## config.mk

```make
export PLATFORM = sky130hd
export DESIGN_NAME = rom_rr_arbiter
export DESIGN_NICKNAME = d
export VERILOG_FILES = /design/src/rtl/rom_rr_arbiter.sv
export SDC_FILE = /design/constraint.sdc
export NUM_CORES = 1
export LEC_CHECK = 0
export CAP_MARGIN = 20
export CORE_ASPECT_RATIO = 1.5
export CORE_MARGIN = 8
export CORE_UTILIZATION = 35
export DETAILED_ROUTE_END_ITERATION = 7
export PLACE_DENSITY = 0.81
export SETUP_SLACK_MARGIN = 0.3
export SLEW_MARGIN = 5
export SYNTH_ARGS = -nofsm -noshare
export SYNTH_HDL_FRONTEND = slang
export SYNTH_SLANG_ARGS = --single-unit
export TNS_END_PERCENT = 10
```

## constraint.sdc

```tcl
create_clock -name clk -period 1.9 [get_ports clk]
set_clock_uncertainty 0.2 [all_clocks]
set_input_delay 0.38 -clock clk [delete_from_list [all_inputs] [get_ports clk]]
set_output_delay 0.38 -clock clk [all_outputs]
set_load 0.1 [all_outputs]
```

## src/rtl/rom_rr_arbiter.sv

```systemverilog
// Round-robin front end sharing one combinational ROM among NUM_REQ requesters.
// One read per two cycles: accept -> READ (ROM sampled) -> RESP (registered pulse).
module rom_rr_arbiter #(
  parameter int NUM_REQ = 4,
  parameter int ADDR_W  = 4,
  parameter int DATA_W  = 16
) (
  input  logic                      clk,
  input  logic                      rst,
  input  logic [NUM_REQ-1:0]        req_valid,
  input  logic [NUM_REQ*ADDR_W-1:0] req_addr,
  output logic [NUM_REQ-1:0]        req_ready,
  output logic [ADDR_W-1:0]         rom_address,
  input  logic [DATA_W-1:0]         rom_data,
  output logic [NUM_REQ-1:0]        rsp_valid,
  output logic [DATA_W-1:0]         rsp_data,
  output logic                      busy
);

  localparam int GW = (NUM_REQ > 1) ? $clog2(NUM_REQ) : 1;
  localparam logic [NUM_REQ-1:0] ONE = NUM_REQ'(1);

  typedef enum logic [1:0] {IDLE, READ, RESP} state_t;

  state_t          state, state_nxt;
  logic [ADDR_W-1:0] addr_q;
  logic [GW-1:0]   grant_q;
  logic [GW-1:0]   last_grant;
  logic [GW-1:0]   win_idx;
  logic            win_found;
  logic            accept;

  // Index of the k-th candidate after base, wrapping at NUM_REQ.
  function automatic logic [GW-1:0] rr_idx(input logic [GW-1:0] base, input int off);
    int s;
    s = int'(base) + 1 + off;
    if (s >= NUM_REQ) s = s - NUM_REQ;
    return GW'(s);
  endfunction

  always_comb begin
    win_found = 1'b0;
    win_idx   = '0;
    for (int k = 0; k < NUM_REQ; k++) begin
      if (!win_found && req_valid[rr_idx(last_grant, k)]) begin
        win_found = 1'b1;
        win_idx   = rr_idx(last_grant, k);
      end
    end
  end

  always_ff @(posedge clk or posedge rst) begin
    if (rst) state <= IDLE;
    else     state <= state_nxt;
  end

  always_comb begin
    state_nxt = state;
    req_ready = '0;
    accept    = 1'b0;
    case (state)
      IDLE, RESP: begin
        if (win_found) begin
          req_ready = ONE << win_idx;
          accept    = 1'b1;
          state_nxt = READ;
        end else begin
          state_nxt = IDLE;
        end
      end
      READ:    state_nxt = RESP;
      default: state_nxt = IDLE;
    endcase
  end

  // Address register only moves on accept so the ROM input never glitches.
  always_ff @(posedge clk or posedge rst) begin
    if (rst) begin
      addr_q     <= '0;
      grant_q    <= '0;
      last_grant <= GW'(NUM_REQ - 1);
      rsp_valid  <= '0;
      rsp_data   <= '0;
    end else begin
      if (accept) begin
        addr_q     <= req_addr[int'(win_idx)*ADDR_W +: ADDR_W];
        grant_q    <= win_idx;
        last_grant <= win_idx;
      end
      if (state == READ) begin
        rsp_valid <= ONE << grant_q;
        rsp_data  <= rom_data;
      end else begin
        rsp_valid <= '0;
      end
    end
  end

  assign rom_address = addr_q;
  assign busy        = (state == READ);

endmodule
```

==> metrics.cfg <==
[status]
status=complete, but fails checks
violations=setup timing

[global_route]
grt.overflow.total=0
grt_pass1_vias=1388
track_usage=0.143
use_met2=0.251
antenna_found_initial=0
grt_first_pass_wirelength_um=6600
grt_util_met3=0.0795
grtUsageMet1=0.122
grt_max_degree=31
gr-max-usage-layer=met2

[drt]
routed_wl_um=4050
ant_nets=0
vias=1207
drt_iter0_drc=26
first_pass_iters=4
drc=0
vias_per_cell=5.09
drt-wirelength-per-cell_um=17.1

[final_layout]
regArea_sq_um=753
fin_cells=237
area_delta_synth_final_pct=98.1
drive_gt1_frac=0.433
diodes=0
fillers=242
multi_input_area_sq_um=599
final_nets=231

[placement]
gp_congestion=0.775
port_buffers=66
place_hpwl_um=3420
dp.cells=229

[clock_tree]
postCtsHoldBufs=0
clk_latency_ns=0.27
post_cts_buffers=0
cts.path.max_buffers=2
cts_sinks=30
cts_root_buf=clkbuf_8
h-tree-depth=2
cts_buffers=5
path_clk_slew_ns=0.06
cts_tree=yes

[synthesis]
syn_nets=146
ys_warn_count=0
ys_seq_area_frac=0.578
yosys.area_share.simple=0.136
syn_inst=108
yosys.area_share.adder=0
synth_top_family_by_area=multiplexers
synth_area_sq_mm=0.00130
synth.distinct_cells=24
synth_mux_area_frac=0.169
ys_ff_latch=30
synth_compound_gate_area_share=0.0932
synth_xor_xnor_area_share=0
avgSynthCellArea_sq_um=12.1

[sta]
setup_tns_ns=-2.39
finalSetupViolations=8
whs_ns=0.280
period_needed_ns=2.44
final.period_utilization=1.28
slew_viol_final=0
slew_headroom=0.724
fin_ws_ns=-0.537
rsz0062_at_grt=true
worstMarginPinSlew_ns=0.410
hold_violations=0
max_freq_mhz=410

[critical_path]
worst-path-max-fanout=4
crit_arrival_ns=1.86
slowest_stage=a311o_1
path_cells=clkdlybuf4s15_1 -> or2_0 -> a311o_1 -> a211o_4 -> nor2_4 -> buf_12
required_ns=1.32
max_stage_delay_ns=0.41
crit_type=in2out
critPathCaptureType=primary output
cp-start-kind=input pin

[floorplan]
die_h_um=90.7
ios=67
die_x_um=65.8
core_area_sq_mm=0.00361
num_rows=27
dieArea_sq_mm=0.00597
start_util=0.360

[worst_hold_path]
hold_path_class=in2async

[flow_run]
max-cap-violations=0

## per-layer routing
metal,wire [um],up-vias,share of wire
met1,1350,569,0.33
met4,147,0,0.036
met2,2100,67,0.52
met3,452,14,0.11
met5,0,-,0
li1,-,557,-
## stage by stage
stage	instance area, sq um	worst slack [ns]	utilization
final	2580	-0.537	0.714
after floorplan	1340	-0.390	-
after global placement	2450	-0.619	0.678
after CTS	2570	-0.641	0.712
after detailed placement	2450	-0.703	0.678
after global routing	2580	-0.586	0.714
## final timing paths
kind,start,end,slack [ns],cells after the start
setup / recovery,req_valid[1],req_ready[2],-0.54,6
hold / removal,rst,rsp_data[15],0.28,3
setup reg to reg,last_grant[0],rom_address[0],-0.12,6
hold reg to reg,grant_q[1],rsp_valid[0],0.28,1
max in group asynchronous,rst,last_grant[0],0.91,3
min in group clk,grant_q[1],rsp_valid[0],0.28,1
## kinds of logic (layout without fill, tap and decap cells)
kind of cell           Yosys count  after routing
AOI/OAI and AO/OA               18             18
buffers and inverters            7             93
DFF                             30             30
muxes                           20             20
and+or+nand+nor                 33             33
## layout make-up
type,instances,share of cell area
multi-input combinational,71,0.232
tap,43,0.0209
clock buffer,7,0.0335
sequential,30,0.292
inverter,3,0.00436
clock inverter,1,0.00194
timing repair buffer,82,0.415
## sequential cells by signal (all words and copies together) (netlist names)
| name | flops |
|---|---|
| rom_address | 4 |
| grant_q | 2 |
| rsp_data | 16 |
| state | 2 |
| last_grant | 2 |
| rsp_valid | 4 |
## cell usage in the layout (no fill, tap or decap), drive strengths merged, types with 2 or more instances in the layout
master and count:
and4 4, nand2b 2, dfstp 2, mux2 16, clkbuf 7, inv 3
a21oi 3, clkdlybuf4s50 33, and3 3, a211oi 8, buf 45, o21ai 4
nand2 2, mux2i 4, nor3b 2, dlygate4sd2 3, nor2 14, dfrtp 28
nor2b 3
## worst max-delay path: cells and delay by family
family / cells / cell delay, ns
buffers and inverters: 2 / 0.40
AOI/OAI and AO/OA: 2 / 0.73
and+or+nand+nor: 2 / 0.35
## synth_stat cells
| cell | n | area [sq um] |
|---|---|---|
| a211o_1 | 1 | 8.76 |
| a211oi_1 | 8 | 60.1 |
| a21o_1 | 1 | 7.51 |
| a21oi_1 | 3 | 15.0 |
| a311o_1 | 1 | 10.0 |
| and2_1 | 1 | 6.26 |
| and3_1 | 3 | 18.8 |
| and4_1 | 4 | 35.0 |
| buf_4 | 1 | 7.51 |
| clkbuf_1 | 3 | 11.3 |
| dfrtp_1 | 28 | 701 |
| dfstp_2 | 2 | 52.6 |
| inv_1 | 3 | 11.3 |
| mux2_2 | 16 | 180 |
| mux2i_1 | 4 | 40.0 |
| nand2_1 | 2 | 7.51 |
| nand2b_1 | 2 | 12.5 |
| nand3_1 | 1 | 5.00 |
| nor2_1 | 14 | 52.6 |
| nor2b_1 | 3 | 18.8 |
| nor3b_1 | 2 | 15.0 |
| o21ai_0 | 3 | 15.0 |
| o21ai_1 | 1 | 5.00 |
| or2_0 | 1 | 6.26 |
## timing repair
| action | in CTS | in global routing |
|---|---|---|
| endpoints found under the setup margin | 13 | 13 |
| resized for setup | 13 | 2 |
| pin swaps | 3 | 5 |
Power is left out: the tool's default activity adds up to more than one toggle a clock period on the data nets, which glitch-free logic cannot reach.
